===== config.mk =====
export PLATFORM = sky130hd
export DESIGN_NAME = fp_convert_arbiter
export DESIGN_NICKNAME = d
export VERILOG_FILES = /design/src/rtl/fp_convert_arbiter.sv
export SDC_FILE = /design/constraint.sdc
export NUM_CORES = 1
export LEC_CHECK = 0
export ABC_AREA = 0
export CAP_MARGIN = 10
export CORE_UTILIZATION = 50
export CTS_BUF_LIST = sky130_fd_sc_hd__clkbuf_16
export DETAILED_ROUTE_END_ITERATION = 16
export GPL_ROUTABILITY_DRIVEN = 0
export GPL_TIMING_DRIVEN = 1
export PLACE_DENSITY_LB_ADDON = 0.3
export SLEW_MARGIN = 20
export SYNTH_ARGS = -nofsm -noshare
export SYNTH_HDL_FRONTEND = slang
export SYNTH_SLANG_ARGS = --single-unit

===== constraint.sdc =====
create_clock -name clk -period 2.1 [get_ports clk]
set_input_delay 0.21 -clock clk [delete_from_list [all_inputs] [get_ports clk]]
set_output_delay 0.21 -clock clk [all_outputs]
set_load 0.1 [all_outputs]

===== src/rtl/fp_convert_arbiter.sv =====
// -----------------------------------------------------------------------------
// fp_convert_arbiter
//
// Shares one fixed-latency float conversion unit among NUM_REQ requesters.
// Requests are granted round-robin, one per cycle. Each issue is tracked by a
// {valid, tag} pipe that runs alongside the unit. Results are captured into a
// DEPTH-entry FIFO. A credit counter stops issue before that FIFO can overflow,
// so stalling the result port never loses a result.
//
// Build option:
//   FPCA_FIXED_PRIORITY_EN - when defined, the lowest-indexed valid requester
//                            always wins and no round-robin pointer exists.
//
// Ports:
//   clk, reset_n   clock, asynchronous active-low reset
//   req_valid      per-requester request valid
//   req_data       packed request words, requester i at [i*IN_W +: IN_W]
//   req_ready      one-hot accept back to the requesters
//   pu_in_valid    issue strobe to the shared unit
//   pu_in_data     word issued to the shared unit (0 when idle)
//   pu_out_data    shared unit result, PIPE_LAT cycles after issue
//   res_valid      result FIFO not empty
//   res_ready      consumer accept
//   res_data       head result word
//   res_tag        requester index owning the head result
//   busy           at least one accepted word not yet consumed
// -----------------------------------------------------------------------------
module fp_convert_arbiter #(
    parameter int MANTISSA_LEN = 23,
    parameter int IN_W         = 32,
    parameter int NUM_REQ      = 4,
    parameter int PIPE_LAT     = 3,
    localparam int FP_W        = MANTISSA_LEN + 9,
    localparam int TAG_W       = (NUM_REQ > 2) ? $clog2(NUM_REQ) : 1,
    localparam int DEPTH       = PIPE_LAT + 2,
    localparam int CNT_W       = $clog2(DEPTH + 1),
    localparam int PTR_W       = $clog2(DEPTH)
) (
    input  logic                    clk,
    input  logic                    reset_n,
    input  logic [NUM_REQ-1:0]      req_valid,
    input  logic [NUM_REQ*IN_W-1:0] req_data,
    output logic [NUM_REQ-1:0]      req_ready,
    output logic                    pu_in_valid,
    output logic [IN_W-1:0]         pu_in_data,
    input  logic [FP_W-1:0]         pu_out_data,
    output logic                    res_valid,
    input  logic                    res_ready,
    output logic [FP_W-1:0]         res_data,
    output logic [TAG_W-1:0]        res_tag,
    output logic                    busy
);

    // FIFO pointer increment with wrap at DEPTH (DEPTH need not be a power of 2)
    function automatic logic [PTR_W-1:0] ptr_inc(input logic [PTR_W-1:0] p);
        return (p == PTR_W'(DEPTH - 1)) ? {PTR_W{1'b0}} : p + PTR_W'(1'b1);
    endfunction

    logic [TAG_W-1:0] grant_s;
    logic             found_s;
    logic             issue_s;
    logic             pop_s;
    logic             push_s;

    logic [CNT_W-1:0] outstanding_r;
    logic             tag_vld_r [PIPE_LAT];
    logic [TAG_W-1:0] tag_r     [PIPE_LAT];
    logic [FP_W-1:0]  fifo_data_r [DEPTH];
    logic [TAG_W-1:0] fifo_tag_r  [DEPTH];
    logic [PTR_W-1:0] wr_ptr_r;
    logic [PTR_W-1:0] rd_ptr_r;
    logic [CNT_W-1:0] count_r;

`ifdef FPCA_FIXED_PRIORITY_EN
    // Grant selection: lowest-indexed valid requester wins
    always_comb begin
        grant_s = {TAG_W{1'b0}};
        found_s = 1'b0;
        for (int k = 0; k < NUM_REQ; k++) begin
            grant_s = (!found_s && req_valid[k]) ? TAG_W'(k) : grant_s;
            found_s = found_s | req_valid[k];
        end
    end
`else
    logic [TAG_W-1:0] rr_ptr_r;

    // Grant selection: first valid requester at or above rr_ptr_r, wrapping
    always_comb begin
        logic [TAG_W:0] cand;
        grant_s = {TAG_W{1'b0}};
        found_s = 1'b0;
        for (int k = 0; k < NUM_REQ; k++) begin
            // one extra bit so the sum cannot alias before the explicit wrap
            cand    = {1'b0, rr_ptr_r} + (TAG_W+1)'(k);
            cand    = (cand >= (TAG_W+1)'(NUM_REQ)) ? cand - (TAG_W+1)'(NUM_REQ) : cand;
            grant_s = (!found_s && req_valid[cand[TAG_W-1:0]]) ? cand[TAG_W-1:0] : grant_s;
            found_s = found_s | req_valid[cand[TAG_W-1:0]];
        end
    end

    // Round-robin pointer: moves past the winner on every issue
    always_ff @(posedge clk or negedge reset_n) begin
        if (!reset_n) begin
            rr_ptr_r <= {TAG_W{1'b0}};
        end else if (issue_s) begin
            rr_ptr_r <= (grant_s == TAG_W'(NUM_REQ - 1)) ? {TAG_W{1'b0}} : grant_s + TAG_W'(1'b1);
        end else begin
            rr_ptr_r <= rr_ptr_r;
        end
    end
`endif

    // Issue only while a FIFO slot is guaranteed for the result
    assign issue_s     = (|req_valid) & (outstanding_r < CNT_W'(DEPTH));
    assign req_ready   = {NUM_REQ{issue_s}} & (NUM_REQ'(1'b1) << grant_s);
    assign pu_in_valid = issue_s;
    assign pu_in_data  = issue_s ? req_data[grant_s*IN_W +: IN_W] : {IN_W{1'b0}};

    assign pop_s  = res_valid & res_ready;
    assign push_s = tag_vld_r[PIPE_LAT-1];

    // Credit counter: words accepted but not yet taken by the consumer
    always_ff @(posedge clk or negedge reset_n) begin
        if (!reset_n) begin
            outstanding_r <= {CNT_W{1'b0}};
        end else begin
            case ({issue_s, pop_s})
                2'b10:   outstanding_r <= outstanding_r + CNT_W'(1'b1);
                2'b01:   outstanding_r <= outstanding_r - CNT_W'(1'b1);
                default: outstanding_r <= outstanding_r;
            endcase
        end
    end

    // Tag pipe: shifts every cycle, mirroring the unit's fixed latency
    always_ff @(posedge clk or negedge reset_n) begin
        if (!reset_n) begin
            for (int i = 0; i < PIPE_LAT; i++) begin
                tag_vld_r[i] <= 1'b0;
                tag_r[i]     <= {TAG_W{1'b0}};
            end
        end else begin
            tag_vld_r[0] <= issue_s;
            tag_r[0]     <= grant_s;
            for (int i = 1; i < PIPE_LAT; i++) begin
                tag_vld_r[i] <= tag_vld_r[i-1];
                tag_r[i]     <= tag_r[i-1];
            end
        end
    end

    // Result FIFO: capture from the unit, pop on consumer handshake
    always_ff @(posedge clk or negedge reset_n) begin
        if (!reset_n) begin
            for (int i = 0; i < DEPTH; i++) begin
                fifo_data_r[i] <= {FP_W{1'b0}};
                fifo_tag_r[i]  <= {TAG_W{1'b0}};
            end
            wr_ptr_r <= {PTR_W{1'b0}};
            rd_ptr_r <= {PTR_W{1'b0}};
            count_r  <= {CNT_W{1'b0}};
        end else begin
            if (push_s) begin
                fifo_data_r[wr_ptr_r] <= pu_out_data;
                fifo_tag_r[wr_ptr_r]  <= tag_r[PIPE_LAT-1];
                wr_ptr_r              <= ptr_inc(wr_ptr_r);
            end else begin
                wr_ptr_r <= wr_ptr_r;
            end
            if (pop_s) begin
                rd_ptr_r <= ptr_inc(rd_ptr_r);
            end else begin
                rd_ptr_r <= rd_ptr_r;
            end
            // a push into an empty FIFO becomes visible only on the next cycle
            case ({push_s, pop_s})
                2'b10:   count_r <= count_r + CNT_W'(1'b1);
                2'b01:   count_r <= count_r - CNT_W'(1'b1);
                default: count_r <= count_r;
            endcase
        end
    end

    // Outputs are taken directly from state registers
    assign res_valid = (count_r != {CNT_W{1'b0}});
    assign res_data  = fifo_data_r[rd_ptr_r];
    assign res_tag   = fifo_tag_r[rd_ptr_r];
    assign busy      = (outstanding_r != {CNT_W{1'b0}});

endmodule

---- Word-level counts from Yosys, hierarchy flattened ----
Cells that the tools add are included.
word-level totals
  bits in registers ....................... 193
  input port bits ......................... 167
  output and inout bits ................... 73
  logic and storage cells ................. 109
cells by class
  add/sub/neg operators ................... 14
  $lt $le $gt $ge ......................... 12
  eq/ne operators ......................... 7
  shift operators ......................... 2
  muxes and demuxes ....................... 34
  bitwise operators ....................... 7
  reduce and logical (&&, ||, !) cells .... 12
operators with widths
  kind                                                        number
  bitwise mux 160 bit                                         1
  2-to-1 mux 32 bit                                           4
  variable part select 128 x 8 -> 32 bit                      1
  binary-select mux 32 bit (select 3 bit)                     1
  demux 32 bit (select 3 bit)                                 1
  2-to-1 mux 2 bit                                            12
  adder 3 x 1 -> 3 bit, second input constant                 4
  less-than comparator 2 x 3 -> 1 bit, second input constant  4
  one-hot mux 3 bit (2 select lines)                          2
  bitwise mux 10 bit                                          1
  >= comparator 3 bit, second input constant                  3
  binary-select mux 1 bit (select 2 bit)                      4
  >= comparator 4 bit, second input constant                  2
  inverter 3 -> 4 bit                                         2
  subtractor 2 x 1 -> 2 bit, second input constant            4
  adder 2 x 2 -> 3 bit, second input constant                 2
  binary-select mux 2 bit (select 3 bit)                      1
  demux 2 bit (select 3 bit)                                  1
  equality test 2 bit, second input constant                  3
  equality test 3 bit, second input constant                  2
  2-to-1 mux 3 bit                                            2
  nonzero test 3 bit                                          2
  subtractor 3 x 1 -> 3 bit, second input constant            2
  bitwise AND 4 bit                                           1
  14 further kinds                                            26

---- Depth between registers and ports, before layout ----
Gate-level depths: netlist of the first run.
  depth in word-level cells ............... 12
  mapped depth ............................ 9

---- Worst setup path before layout of the first run ----
OpenSTA, ideal clock, no wires.
  path kind ............................... register to output
  from .................................... register outstanding_r[0]
  to ...................................... output port pu_in_data[10]
  arrival ................................. 3.441 ns
  slack ................................... -1.551 ns
  stages on the path, launching flop included .. 7
  cells stage by stage .................... dfrtp_1 -> o21ai_0 -> o41ai_4 -> inv_1 -> nand2_1 -> buf_2 -> o22ai_1
between the ends
  cells in the longest elaborated chain, start to end .. 3
RTL lines
  item                        RTL line  source
  from (decl)                 65        logic [CNT_W-1:0] outstanding_r;
  from (signal assigned)      125       outstanding_r <= {CNT_W{1'b0}};
  from (signal assigned)      128       2'b10: outstanding_r <= outstanding_r + CNT_W'(1'b1);
  from (signal assigned)      129       2'b01: outstanding_r <= outstanding_r - CNT_W'(1'b1);
  less-than comparator 3 bit  114       assign issue_s = (|req_valid) & (outstanding_r < CNT_W'(DEPTH));
  bitwise AND 1 bit           114
  net pu_in_valid             44        output logic pu_in_valid,
  2-to-1 mux 32 bit           117       assign pu_in_data = issue_s ? req_data[grant_s*IN_W +: IN_W] : {IN_W{1'b0}};
  to (decl)                   45        output logic [IN_W-1:0] pu_in_data,
The timed path passes the listed nets, and every way through them passes these cells.

---- Final worst setup path of the first run ----
  from .................................... register rr_ptr_r[0]
  to ...................................... output port pu_in_data[23]
between the ends
  cells in the longest elaborated chain, start to end .. 12
RTL lines
  item                                                              RTL line  source
  from (decl)                                                       85        logic [TAG_W-1:0] rr_ptr_r;
  from (signal assigned)                                            104       rr_ptr_r <= {TAG_W{1'b0}};
  from (signal assigned)                                            106       rr_ptr_r <= (grant_s == TAG_W'(NUM_REQ - 1)) ? {TAG_W{1'b0}} : grant_s + TAG_W'(1'b1);
  from (signal assigned)                                            108       rr_ptr_r <= rr_ptr_r;
  adder 2 x 1 -> 3 bit                                              94        cand = {1'b0, rr_ptr_r} + (TAG_W+1)'(k);
  >= comparator 3 bit or subtractor 2 x 1 -> 2 bit (tied branches)  95        cand = (cand >= (TAG_W+1)'(NUM_REQ)) ? cand - (TAG_W+1)'(NUM_REQ) : cand;
  2-to-1 mux 2 bit                                                  95
  binary-select mux 1 bit (select 2 bit)                            96, 97
  2-to-1 mux 1 bit (implied by the code)                            96, 97
  bitwise OR 1 bit                                                  97        found_s = found_s | req_valid[cand[TAG_W-1:0]];
  zero test 1 bit or bitwise OR 1 bit (tied branches)               96, 97
  logical AND 1 bit or zero test 1 bit (tied branches)              96        grant_s = (!found_s && req_valid[cand[TAG_W-1:0]]) ? cand[TAG_W-1:0] : grant_s;
  2-to-1 mux 2 bit or logical AND 1 bit (tied branches)             96
  2-to-1 mux 2 bit (*)                                              96
  variable part select 128 x 8 -> 32 bit (*)                        117
  2-to-1 mux 32 bit (*)                                             117
Mark *: on every way between the ends. The rest lies on a longest branch, timed or not. The select of a mux whose other input is x is not followed.

==> results.sh, run 1 <==
export IMPL_outcome="complete, but fails checks"
export IMPL_violations="setup timing"
export IMPL_synth_compound_area_share_pct=5.31
export IMPL_drv_cap=0
export IMPL_antenna_found_initial=2
export IMPL_htreeDepth=4
export IMPL_drcViolationCount=0
export IMPL_critPathMaxStageDelay_ns=0.42
export IMPL_core_area_mm2=0.0188
export IMPL_yosys_warnings=0
export IMPL_drtIter0Drc=278
export IMPL_clk_pin_slew_worst_paths_ns=0.08
export IMPL_via_count=7476
export IMPL_crit_type="reg -> out"
export IMPL_ios=240
export IMPL_die_w_um=141
export IMPL_grtUsageTotal_pct=31.0
export IMPL_cts_tree="done"
export IMPL_clockBufferDepth=2
export IMPL_muxShareOfSynthArea_pct=34.7
export IMPL_place_inst=1242
export IMPL_maxSlewViolCount=0
export IMPL_num_nets_final=1216
export IMPL_fin_skew_ns=0.00976
export IMPL_synthCells=728
export IMPL_final_hold_viol_count=0
export IMPL_grt_pass1_vias=8363
export IMPL_fmax_ghz=0.395
export IMPL_crit_required_ns=1.89
export IMPL_syn_avg_cell_area_um2=13.2
export IMPL_port_buffers=239
export IMPL_stdcell_count=1316
export IMPL_place_hpwl_mm=18.4
export IMPL_overflow=0
export IMPL_via_per_inst=5.68
export IMPL_grt_pass1_wl_mm=45.9
export IMPL_endpoint_kind="output pin"
export IMPL_synth_simple_gate_area_share_pct=3.30
export IMPL_dr_pass1_iters=4
export IMPL_area_delta_synth_final_pct=68.2
export IMPL_cp_start_kind="flop"
export IMPL_row_count=50
export IMPL_seq_area_frac_synth_pct=50.1
export IMPL_mostFrequentLayoutCells="dfrtp_1 (189), mux2_2 (169), clkdlybuf4s50_1 (161), buf_12 (92), buf_4 (63)"
export IMPL_path_cells="o221a_4 -> o22ai_4 -> buf_12 -> buf_4 -> mux2i_4 -> o22ai_4 -> buf_12"
export IMPL_layout_cells_most_common="dfrtp_1"
export IMPL_synth_seq_cells=193
export IMPL_grt_max_degree=61
export IMPL_setup_viol=70
export IMPL_drive_gt1_share_pct=58.5
export IMPL_cts_made_buffers=17
export IMPL_cts_root_buffer_cell="clkbuf_16"
export IMPL_critPathArrivalTime_ns=2.32
export IMPL_die_h_um=141
export IMPL_fin_crit_ns=2.53
export IMPL_worst_slack_ns=-0.433
export IMPL_hp_class="in -> async"
export IMPL_synth_nets=904
export IMPL_ys_types=37
export IMPL_clock_latency_ns=0.44
export IMPL_min_period_over_period_pct=121
export IMPL_slew_headroom_pct=61.2
export IMPL_antenna_left=0
export IMPL_synth_adder_area_share_pct=1.32
export IMPL_slowest_stage="dfrtp_1"
export IMPL_dieArea_mm2=0.0198
export IMPL_fill_cells=841
export IMPL_cts_sinks=193
export IMPL_synth_cell_area_mm2=0.00964
export IMPL_initial_core_util_pct=51.2
export IMPL_rsz0062_at_grt="true"
export IMPL_tightest_slew_ns=0.583
export IMPL_worst_path_max_fanout=18
export IMPL_yosys_area_share_xor_xnor_pct=0.545
export IMPL_wl_mm=31.0
export IMPL_synth_top_family_by_area="multiplexers"
export IMPL_wl_per_cell_um=23.5
## flip-flops by register name (all words and copies together) (netlist names)
| signal | cells |
|---|---|
| tag_r | 6 |
| rr_ptr_r | 2 |
| wr_ptr_r | 3 |
| push_s | 1 |
| rd_ptr_r | 3 |
| count_r | 3 |
| fifo_tag_r | 10 |
| outstanding_r | 3 |
| fifo_data_r | 160 |
| tag_vld_r | 2 |
## worst max-delay path, delay by kind of cell, from the launching register on
family / cells / cell delay [ns]
flops: 1 / 0.42
buf+inv: 3 / 0.58
compound gates: 3 / 0.61
mux: 1 / 0.29
## stage by stage
step | hold slack (ns) | TNS (ns) | instance area [um^2] | worst slack, ns | util (%)
finish | 0.294 | -16.83 | 16200 | -0.433 | 86.1
floorplan | -0.0856 | -12.07 | 10600 | -0.368 | -
CTS | 0.304 | -15.66 | 15700 | -0.408 | 83.6
detailed placement | 0.209 | -12.06 | 14400 | -0.385 | 76.3
global placement | 0.211 | -11.07 | 14400 | -0.348 | 76.3
global route | 0.342 | -21.38 | 16200 | -0.525 | 86.1
## synth_stat cells, drive strengths merged
library cell  instances  area [um^2]
o31ai                 1         7.51
and3                  2         12.5
nor3b                 1         12.5
clkbuf               13         48.8
o41ai                 1         27.5
o221a                 1         11.3
mux4                 34          766
a21o                  2         15.0
and2                  1         6.26
ha                    7         87.6
mux2                170         1920
nor3                  4         30.0
nor2                  5         18.8
xnor2                 2         17.5
nor2b                 2         12.5
xor2                  4         35.0
nand3                 2         10.0
fa                    2         40.0
or3                   2         12.5
buf                  34          218
dfrtp               193         4830
or4                   1         11.3
nand2b                1         6.26
nor4                  1         12.5
a21oi                 1         5.00
nand2                46          173
inv                  51          191
o22ai                33          213
mux2i                66          661
o22a                  2         17.5
o21ai                43          215
## layout make-up
class                   instances  area [um^2]  share of cell area [%]
clock inverters                15          149                   0.918
diodes                          3         7.51                  0.0463
multi-input cells             437         5900                    36.4
repair buffers                340         4370                    26.9
clock buffers                  17          425                    2.62
inverters                      51          203                    1.25
well taps                     260          325                    2.01
flip-flops and latches        193         4840                    29.8
## worst paths after layout
| kind | from | endpoint | slack [ns] | cells past startpoint |
|---|---|---|---|---|
| setup reg to reg | outstanding_r[0] | outstanding_r[2] | 0.08 | 10 |
| hold reg to reg | tag_vld_r[1] | push_s | 0.35 | 0 |
| setup / recovery | rr_ptr_r[0] | pu_in_data[23] | -0.43 | 7 |
| hold / removal | reset_n | fifo_data_r[141] | 0.29 | 2 |
| max in group asynchronous | reset_n | fifo_data_r[66] | 1.11 | 3 |
| min in group clk | tag_vld_r[1] | push_s | 0.35 | 0 |
## cells by family (layout without fill, tap and decap cells)
family,count (synthesis),count (layout)
AO/OA/AOI/OAI,84,84
other,0,3
buffers and inverters,98,423
multiplexers,270,270
AND/OR/NAND/NOR,68,68
flip-flops,193,193
XOR/XNOR,6,6
adder cells (fa/ha/maj),9,9
## routing by layer
metal / up-vias / wire length (um) / global-route usage, %
met5: - / 0 / 0
met4: 0 / 1190 / 13.8
met3: 69 / 1420 / 5.60
met2: 322 / 17400 / 58.0
met1: 3832 / 11000 / 34.2
li1: 3253 / - / -
## repair_timing
item                                   4_1_cts  5_1_grt
setup buffers                               18       11
resized for setup                          135       67
cloned                                       6        5
pin swaps                                    5       11
setup endpoints to repair                   70       72
endpoints found under the hold margin       52        0
hold buffers                                 1        0
Power of run 1 is left out: the tool's default activity adds up to more than one toggle a clock period on the data nets, which glitch-free logic cannot reach.
==> inputs of run 2 (changes only) <==
--- a/config.mk
+++ b/config.mk
@@ -12,7 +12,8 @@
 export DETAILED_ROUTE_END_ITERATION = 16
 export GPL_ROUTABILITY_DRIVEN = 0
 export GPL_TIMING_DRIVEN = 1
-export PLACE_DENSITY_LB_ADDON = 0.3
+export PLACE_DENSITY = 0.92
+export SETUP_SLACK_MARGIN = 0.1
 export SLEW_MARGIN = 20
 export SYNTH_ARGS = -nofsm -noshare
 export SYNTH_HDL_FRONTEND = slang
==> run 2 against run 1 <==
- worst hold slack improved by 0.042 ns
- sequential share of layout area fell by 0.20 points
- final cell count is 0.23% higher
- clock-buffer cell count stayed put
- critical path type unchanged
- critical path depth grew 2
- maximum frequency down 7.5%
- core utilization rose by 0.59 points
- register-to-register slack worse by 0.08 ns
- non-clock buffer count shrank 12
- first-iteration DRC count is 78% higher
- via count increased by 4.8%
- the run still ends with setup timing left
==> results.sh, run 2 (synthesized netlist as in run 1, its figures left out) <==
export IMPL_cp_start_kind="flop"
export IMPL_clk_pin_slew_worst_paths_ns=0.07
export IMPL_dr_pass1_iters=4
export IMPL_maxSlewViolCount=0
export IMPL_place_hpwl_mm=20.9
export IMPL_layout_cells_most_common="dfrtp_1"
export IMPL_violations="setup timing"
export IMPL_drcViolationCount=0
export IMPL_ios=240
export IMPL_drv_cap=0
export IMPL_ff2ff_setup_slack_ns=0
export IMPL_via_per_inst=5.94
export IMPL_num_nets_final=1204
export IMPL_crit_family="buffers and inverters"
export IMPL_cts_made_buffers=17
export IMPL_tightest_slew_ns=0.601
export IMPL_use_met1_pct=39.8
export IMPL_drtIter0Drc=494
export IMPL_slew_headroom_pct=60.0
export IMPL_area_delta_synth_final_pct=69.4
export IMPL_crit_required_ns=1.89
export IMPL_path_common_cell="buf_12"
export IMPL_clock_latency_ns=0.44
export IMPL_fin_area_mm2=0.0163
export IMPL_via_count=7832
export IMPL_slowest_stage="dfrtp_2"
export IMPL_die_h_um=141
export IMPL_largest_register="fifo_data_r"
export IMPL_grt_pass1_wl_mm=52.4
export IMPL_fin_crit_ns=2.74
export IMPL_fin_skew_ns=0.0103
export IMPL_path_buf_inv=5
export IMPL_drive_gt1_share_pct=57.1
export IMPL_row_count=50
export IMPL_crit_type="reg -> out"
export IMPL_setup_viol=71
export IMPL_antenna_left=0
export IMPL_min_period_over_period_pct=130
export IMPL_busiest_layer="met2"
export IMPL_path_cells="o221a_4 -> o22ai_4 -> buf_6 -> buf_12 -> buf_12 -> mux2i_1 -> buf_4 -> o22ai_4 -> buf_12"
export IMPL_cts_root_buffer_cell="clkbuf_16"
export IMPL_reg2reg_depth=10
export IMPL_wl_mm=36.3
export IMPL_place_inst=1233
export IMPL_wl_per_cell_um=27.5
export IMPL_reg2reg_from="outstanding_r[0]"
export IMPL_grt_use_met2_pct=62.9
export IMPL_final_hold_viol_count=0
export IMPL_critPathMaxStageDelay_ns=0.45
export IMPL_stdcell_count=1319
export IMPL_worst_slack_ns=-0.638
export IMPL_grtUsageTotal_pct=36.6
export IMPL_reg_top3="fifo_data_r (160), fifo_tag_r (10), tag_r (6)"
export IMPL_mostFrequentLayoutCells="dfrtp_1 (188), mux2_2 (169), clkdlybuf4s50_1 (161), buf_12 (96), mux2i_4 (45)"
export IMPL_worstSetupEndpoint="pu_in_data[14]"
export IMPL_met3_usage_pct=7.81
export IMPL_initial_core_util_pct=51.2
export IMPL_cts_sinks=193
export IMPL_overflow=0
export IMPL_die_w_um=141
export IMPL_endpoint_kind="output pin"
export IMPL_worst_path_max_fanout=8
export IMPL_grt_max_degree=70
export IMPL_critPathArrivalTime_ns=2.53
export IMPL_dieArea_mm2=0.0198
export IMPL_port_buffers=239
export IMPL_largest_reg_flops=160
export IMPL_cts_tree="done"
export IMPL_rsz0062_at_grt="true"
export IMPL_htreeDepth=4
export IMPL_fmax_ghz=0.365
export IMPL_grt_pass1_vias=8574
export IMPL_clockBufferDepth=2
export IMPL_dp_slack_ns=-0.467
export IMPL_antenna_found_initial=18
export IMPL_core_area_mm2=0.0188
export IMPL_placed_cell_area_mm2=0.0143
export IMPL_critPathLaunch="rr_ptr_r[0]"
export IMPL_hp_class="in -> async"
export IMPL_path_depth=9
export IMPL_outcome="complete, but fails checks"
export IMPL_rr_endpoint="outstanding_r[2]"
export IMPL_holdWs_ns=0.337
-- run 2: changes by cell type in the layout (fill, tap and decap cells not counted), moves of 4 or more --
cell            delta
buf_12             +4
buf_4             -28
buf_6              +9
diode_2           +17
dlymetal6s2s_1     -4
inv_8              -4
mux2i_1            -8
mux2i_4           +11
nand2_1           +24
nand2_2           -15
nand2_4           -10
-- run 2: worst min path at each step --
stage | to | slack (ns) | cells after the start
2_1_floorplan | count_r[0] | -0.09 | 0
3_3_place_gp | fifo_data_r[9] | 0.25 | 1
3_5_place_dp | fifo_data_r[9] | 0.25 | 1
4_1_cts | tag_r[0] | 0.35 | 0
5_1_grt | tag_r[2] | 0.36 | 0
6_report | fifo_data_r[10] | 0.34 | 2
-- run 2: stage by stage --
stage	util, %	TNS, ns
final	86.7	-22.41
after global routing	86.7	-25.61
after CTS	85.0	-19.32
after detailed placement	76.1	-14.26
after global placement	76.1	-10.96
after floorplan	-	-11.99
-- run 2: final cells by class --
class                           count  area, um^2
Inverter                           51         203
Sequential cell                   193        4840
Tap cell                          260         325
Clock inverter                     13         124
Timing Repair Buffer              328        4370
Antenna cell                       20        50.0
Fill cell                         771        2500
Clock buffer                       17         425
Multi-Input combinational cell    437        5990
-- run 2: worst reg2reg max path, delay by kind of cell, from the launching register on --
family | cells | cell delay, ns
adder cells (fa/ha/maj) | 2 | 0.55
XOR/XNOR | 2 | 0.41
flip-flops | 1 | 0.39
buffers and inverters | 3 | 0.34
AO/OA/AOI/OAI | 2 | 0.18
AND/OR/NAND/NOR | 1 | 0.13
-- run 2: timing repair --
action,in CTS,in global routing
setup buffers,22,6
gates cloned,9,3
pin swaps,20,22
hold buffers,1,0
setup endpoints to repair,73,73
endpoints found under the hold margin,65,0
gates resized for setup,178,46
-- run 2: routing by layer --
layer  up-vias  part of all wire, %
met5         -                    0
met4         0                  8.2
met3       133                  6.3
met2       412                   53
met1      4039                   33
li1       3248                    -
Power of run 2 is left out for the same reason.
==> inputs of run 3 (changes only) <==
--- a/config.mk
+++ b/config.mk
@@ -7,12 +7,13 @@
 export LEC_CHECK = 0
 export ABC_AREA = 0
 export CAP_MARGIN = 10
-export CORE_UTILIZATION = 50
+export CORE_UTILIZATION = 61
 export CTS_BUF_LIST = sky130_fd_sc_hd__clkbuf_16
 export DETAILED_ROUTE_END_ITERATION = 16
+export DONT_BUFFER_PORTS = 1
 export GPL_ROUTABILITY_DRIVEN = 0
 export GPL_TIMING_DRIVEN = 1
-export PLACE_DENSITY = 0.92
+export PLACE_DENSITY = 0.88
 export SETUP_SLACK_MARGIN = 0.1
 export SLEW_MARGIN = 20
 export SYNTH_ARGS = -nofsm -noshare
==> run 3 against run 2 <==
- the run now fails in global routing
- area after synthesis is the same
- synthesized cell count is the same
==> results.sh, run 3 <==
export IMPL_synthCells=728
export IMPL_placed_cell_area_mm2=0.0123
export IMPL_row_count=45
export IMPL_seq_area_frac_synth_pct=50.1
export IMPL_cts_root_buffer_cell="clkbuf_16"
export IMPL_initial_core_util_pct=63.0
export IMPL_ios=240
export IMPL_yosys_area_top_type="dfrtp_1"
export IMPL_synth_cell_area_mm2=0.00964
export IMPL_synth_nets=904
export IMPL_worst_endpoint="pu_in_data[17]"
export IMPL_synth_seq_cells=193
export IMPL_die_h_um=128
export IMPL_synth_most_common_cell="dfrtp_1"
export IMPL_synthArstFlopShare_pct=100
export IMPL_port_buffers=0
export IMPL_ys_types=37
export IMPL_grtUsageTotal_pct=91.6
export IMPL_die_w_um=128
export IMPL_clockBufferDepth=2
export IMPL_synth_enable_flop_cells=0
export IMPL_overflow=576
export IMPL_synth_flop_cell="dfrtp_1"
export IMPL_cts_made_buffers=17
export IMPL_stop_error="[ERROR GRT-0232] Routing congestion too high. Check the congestion heatmap in the GUI."
export IMPL_synth_top_area_share_pct=50.1
export IMPL_htreeDepth=4
export IMPL_synthTopCellsByArea="dfrtp_1 (50%), mux2_2 (20%), mux4_2 (7.9%)"
export IMPL_outcome="aborted with a tool error"
export IMPL_syn_avg_cell_area_um2=13.2
export IMPL_cts_sinks=193
export IMPL_worstEpCategory="primary output"
export IMPL_yosys_warnings=0
export IMPL_place_hpwl_mm=17.3
export IMPL_yosys_top_cells_count="dfrtp_1 (193), mux2_2 (169), mux2i_1 (66), inv_1 (49), nand2_1 (46)"
export IMPL_grt_max_degree=194
export IMPL_stop_stage="global routing"
-- run 3: cell counts after synthesis --
No cell type changed its count.
-- run 3: through the flow --
stage	hold WS (ns)	TNS, ns	worst slack, ns	std cells
after floorplan	-0.0856	-11.99	-0.368	728
after global placement	-0.0795	0	0.0466	990
after detailed placement	-0.0777	-0.0443	-0.0208	990
after CTS	-0.546	-18.73	-0.403	1089
-- run 3: what timing repair did --
| item | CTS |
|---|---|
| gates cloned | 13 |
| setup endpoints to repair | 73 |
| gates resized for setup | 213 |
| pin swaps | 15 |
| setup buffers | 22 |
| hold buffers | 33 |
| hold endpoints to repair | 354 |
-- run 3: kinds of logic after synthesis --
kind of cell,after synthesis,share of synthesized area [%]
multiplexers,270,34.7
flip-flops,193,50.1
buffers and inverters,98,4.75
AO/OA/AOI/OAI,84,5.31
AND/OR/NAND/NOR,68,3.30
adder cells (fa/ha/maj),9,1.32
XOR/XNOR,6,0.545
-- run 3: layer usage --
metal / overflow / global-route usage (%)
met3: 4 / 76.8
met4: 214 / 106
met1: 1 / 86.5
met5: 0 / 28.2
met2: 357 / 109
==> inputs of run 4 (changes only) <==
--- a/config.mk
+++ b/config.mk
@@ -7,14 +7,12 @@
 export LEC_CHECK = 0
 export ABC_AREA = 0
 export CAP_MARGIN = 10
-export CORE_UTILIZATION = 61
-export CTS_BUF_LIST = sky130_fd_sc_hd__clkbuf_16
+export CORE_UTILIZATION = 40
 export DETAILED_ROUTE_END_ITERATION = 16
 export DONT_BUFFER_PORTS = 1
 export GPL_ROUTABILITY_DRIVEN = 0
 export GPL_TIMING_DRIVEN = 1
-export PLACE_DENSITY = 0.88
-export SETUP_SLACK_MARGIN = 0.1
+export PLACE_DENSITY_LB_ADDON = 0.15
 export SLEW_MARGIN = 20
 export SYNTH_ARGS = -nofsm -noshare
 export SYNTH_HDL_FRONTEND = slang
==> run 4 against run 3 <==
- the flow now finishes, with violations (hold timing, setup timing)
==> results.sh, run 4 (synthesized netlist as in run 1, its figures left out) <==
export IMPL_outcome="complete, but fails checks"
export IMPL_violations="hold timing, setup timing"
export IMPL_port_buffers=0
export IMPL_cts_tree="done"
export IMPL_ios=240
export IMPL_grt_max_degree=194
export IMPL_final_hold_viol_count=193
export IMPL_path_cells="o221a_4 -> o22ai_4 -> buf_6 -> buf_16 -> mux2i_1 -> o22ai_4 -> buf_12"
export IMPL_wl_mm=26.6
export IMPL_slew_headroom_pct=38.6
export IMPL_overflow=0
export IMPL_crit_family="compound AO/OA/AOI/OAI gates"
export IMPL_critPathMaxStageDelay_ns=0.44
export IMPL_grtUsageTotal_pct=22.1
export IMPL_drv_cap=0
export IMPL_antenna_left=0
export IMPL_cp_start_kind="flop"
export IMPL_largest_register="fifo_data_r"
export IMPL_largest_reg_flops=160
export IMPL_layout_cells_most_common="dfrtp_1"
export IMPL_place_inst=1102
export IMPL_path_buf_inv=3
export IMPL_stdcell_count=1202
export IMPL_die_w_um=157
export IMPL_multi_input_area_mm2=0.00574
export IMPL_reg_top3="fifo_data_r (160), fifo_tag_r (10), tag_r (6)"
export IMPL_fill_cells=1788
export IMPL_cts_made_buffers=17
export IMPL_reg2reg_depth=9
export IMPL_worst_slack_ns=-0.439
export IMPL_rsz0062_at_grt="true"
export IMPL_holdWs_ns=-0.534
export IMPL_seqCellArea_mm2=0.00484
export IMPL_path_depth=7
export IMPL_wl_per_cell_um=22.2
export IMPL_via_per_inst=5.46
export IMPL_area_delta_synth_final_pct=50.7
export IMPL_antenna_found_initial=0
export IMPL_initial_core_util_pct=41.0
export IMPL_place_hpwl_mm=16.5
export IMPL_mostFrequentLayoutCells="dfrtp_1 (189), mux2_2 (169), buf_12 (81), nand2_1 (40), inv_2 (35)"
export IMPL_worst_path_max_fanout=9
export IMPL_fmax_ghz=0.394
export IMPL_clk_pin_slew_worst_paths_ns=0.08
export IMPL_grt_pass1_wl_mm=40.4
export IMPL_cts_sinks=193
export IMPL_critPathArrivalTime_ns=2.33
export IMPL_core_area_mm2=0.0235
export IMPL_dieArea_mm2=0.0247
export IMPL_setup_viol=70
export IMPL_via_count=6567
export IMPL_crit_required_ns=1.89
export IMPL_clockBufferDepth=2
export IMPL_slowest_stage="dfrtp_1"
export IMPL_fin_area_mm2=0.0145
export IMPL_drcViolationCount=0
export IMPL_drtIter0Drc=199
export IMPL_fin_skew_ns=0.00992
export IMPL_dr_pass1_iters=4
export IMPL_die_h_um=157
export IMPL_htreeDepth=4
export IMPL_clock_latency_ns=0.44
export IMPL_maxSlewViolCount=0
export IMPL_tightest_slew_ns=0.923
export IMPL_endpoint_kind="output pin"
export IMPL_crit_type="reg -> out"
export IMPL_ctsHoldBuffers=32
export IMPL_cts_root_buffer_cell="clkbuf_16"
export IMPL_path_common_cell="o22ai_4"
export IMPL_hp_class="in -> async"
export IMPL_n_antenna_cell=0
export IMPL_grt_pass1_vias=7431
export IMPL_placed_cell_area_mm2=0.0124
export IMPL_fin_crit_ns=2.54
export IMPL_drive_gt1_share_pct=64.0
export IMPL_num_nets_final=1046
export IMPL_row_count=56
export IMPL_min_period_over_period_pct=121
[run 4: repair_timing]
action,CTS,global route
hold endpoints to repair,353,193
buffers inserted,20,3
gates cloned,11,5
pin swaps,6,10
resized for setup,114,56
setup endpoints to repair,70,71
[run 4: final cells by class]
class                      instances  share of cell area [%]
multi-input combinational        437                    39.5
timing repair buffer             170                    19.0
sequential                       193                    33.3
inverter                          51                    1.38
clock inverter                    14                    1.20
clock buffer                      18                    2.95
tap                              319                    2.75
[run 4: worst paths after layout]
path / startpoint / to / slack, ns
setup / recovery: rr_ptr_r[0] / pu_in_data[22] / -0.44
hold / removal: reset_n / fifo_data_r[51] / -0.53
setup reg to reg: outstanding_r[0] / outstanding_r[2] / 0.11
hold reg to reg: tag_vld_r[2] / tag_vld_r[1] / 0.35
max in group asynchronous: reset_n / rd_ptr_r[2] / 2.42
min in group clk: req_valid[3] / tag_r[5] / 0.11
[run 4: stage by stage]
stage               hold WS, ns  setup TNS [ns]  utilization, %  worst slack (ns)
finish                   -0.534          -15.22            61.7            -0.439
global route             -0.566          -20.22            61.7            -0.502
CTS                      -0.556          -18.59            60.1            -0.443
detailed placement      -0.0793          -0.973            52.8           -0.0707
global placement        -0.0767               0            52.8           0.00404
floorplan               -0.0856          -12.07               -            -0.368
[run 4: metal layers]
metal / vias up / track usage (%) / wire (um)
met2: 189 / 41.3 / 15000
met1: 3426 / 24.3 / 9930
met3: 38 / 4.74 / 1120
li1: 2914 / - / -
met4: 0 / 8.51 / 602
met5: - / 0 / 0
Power of run 4 is left out for the same reason.
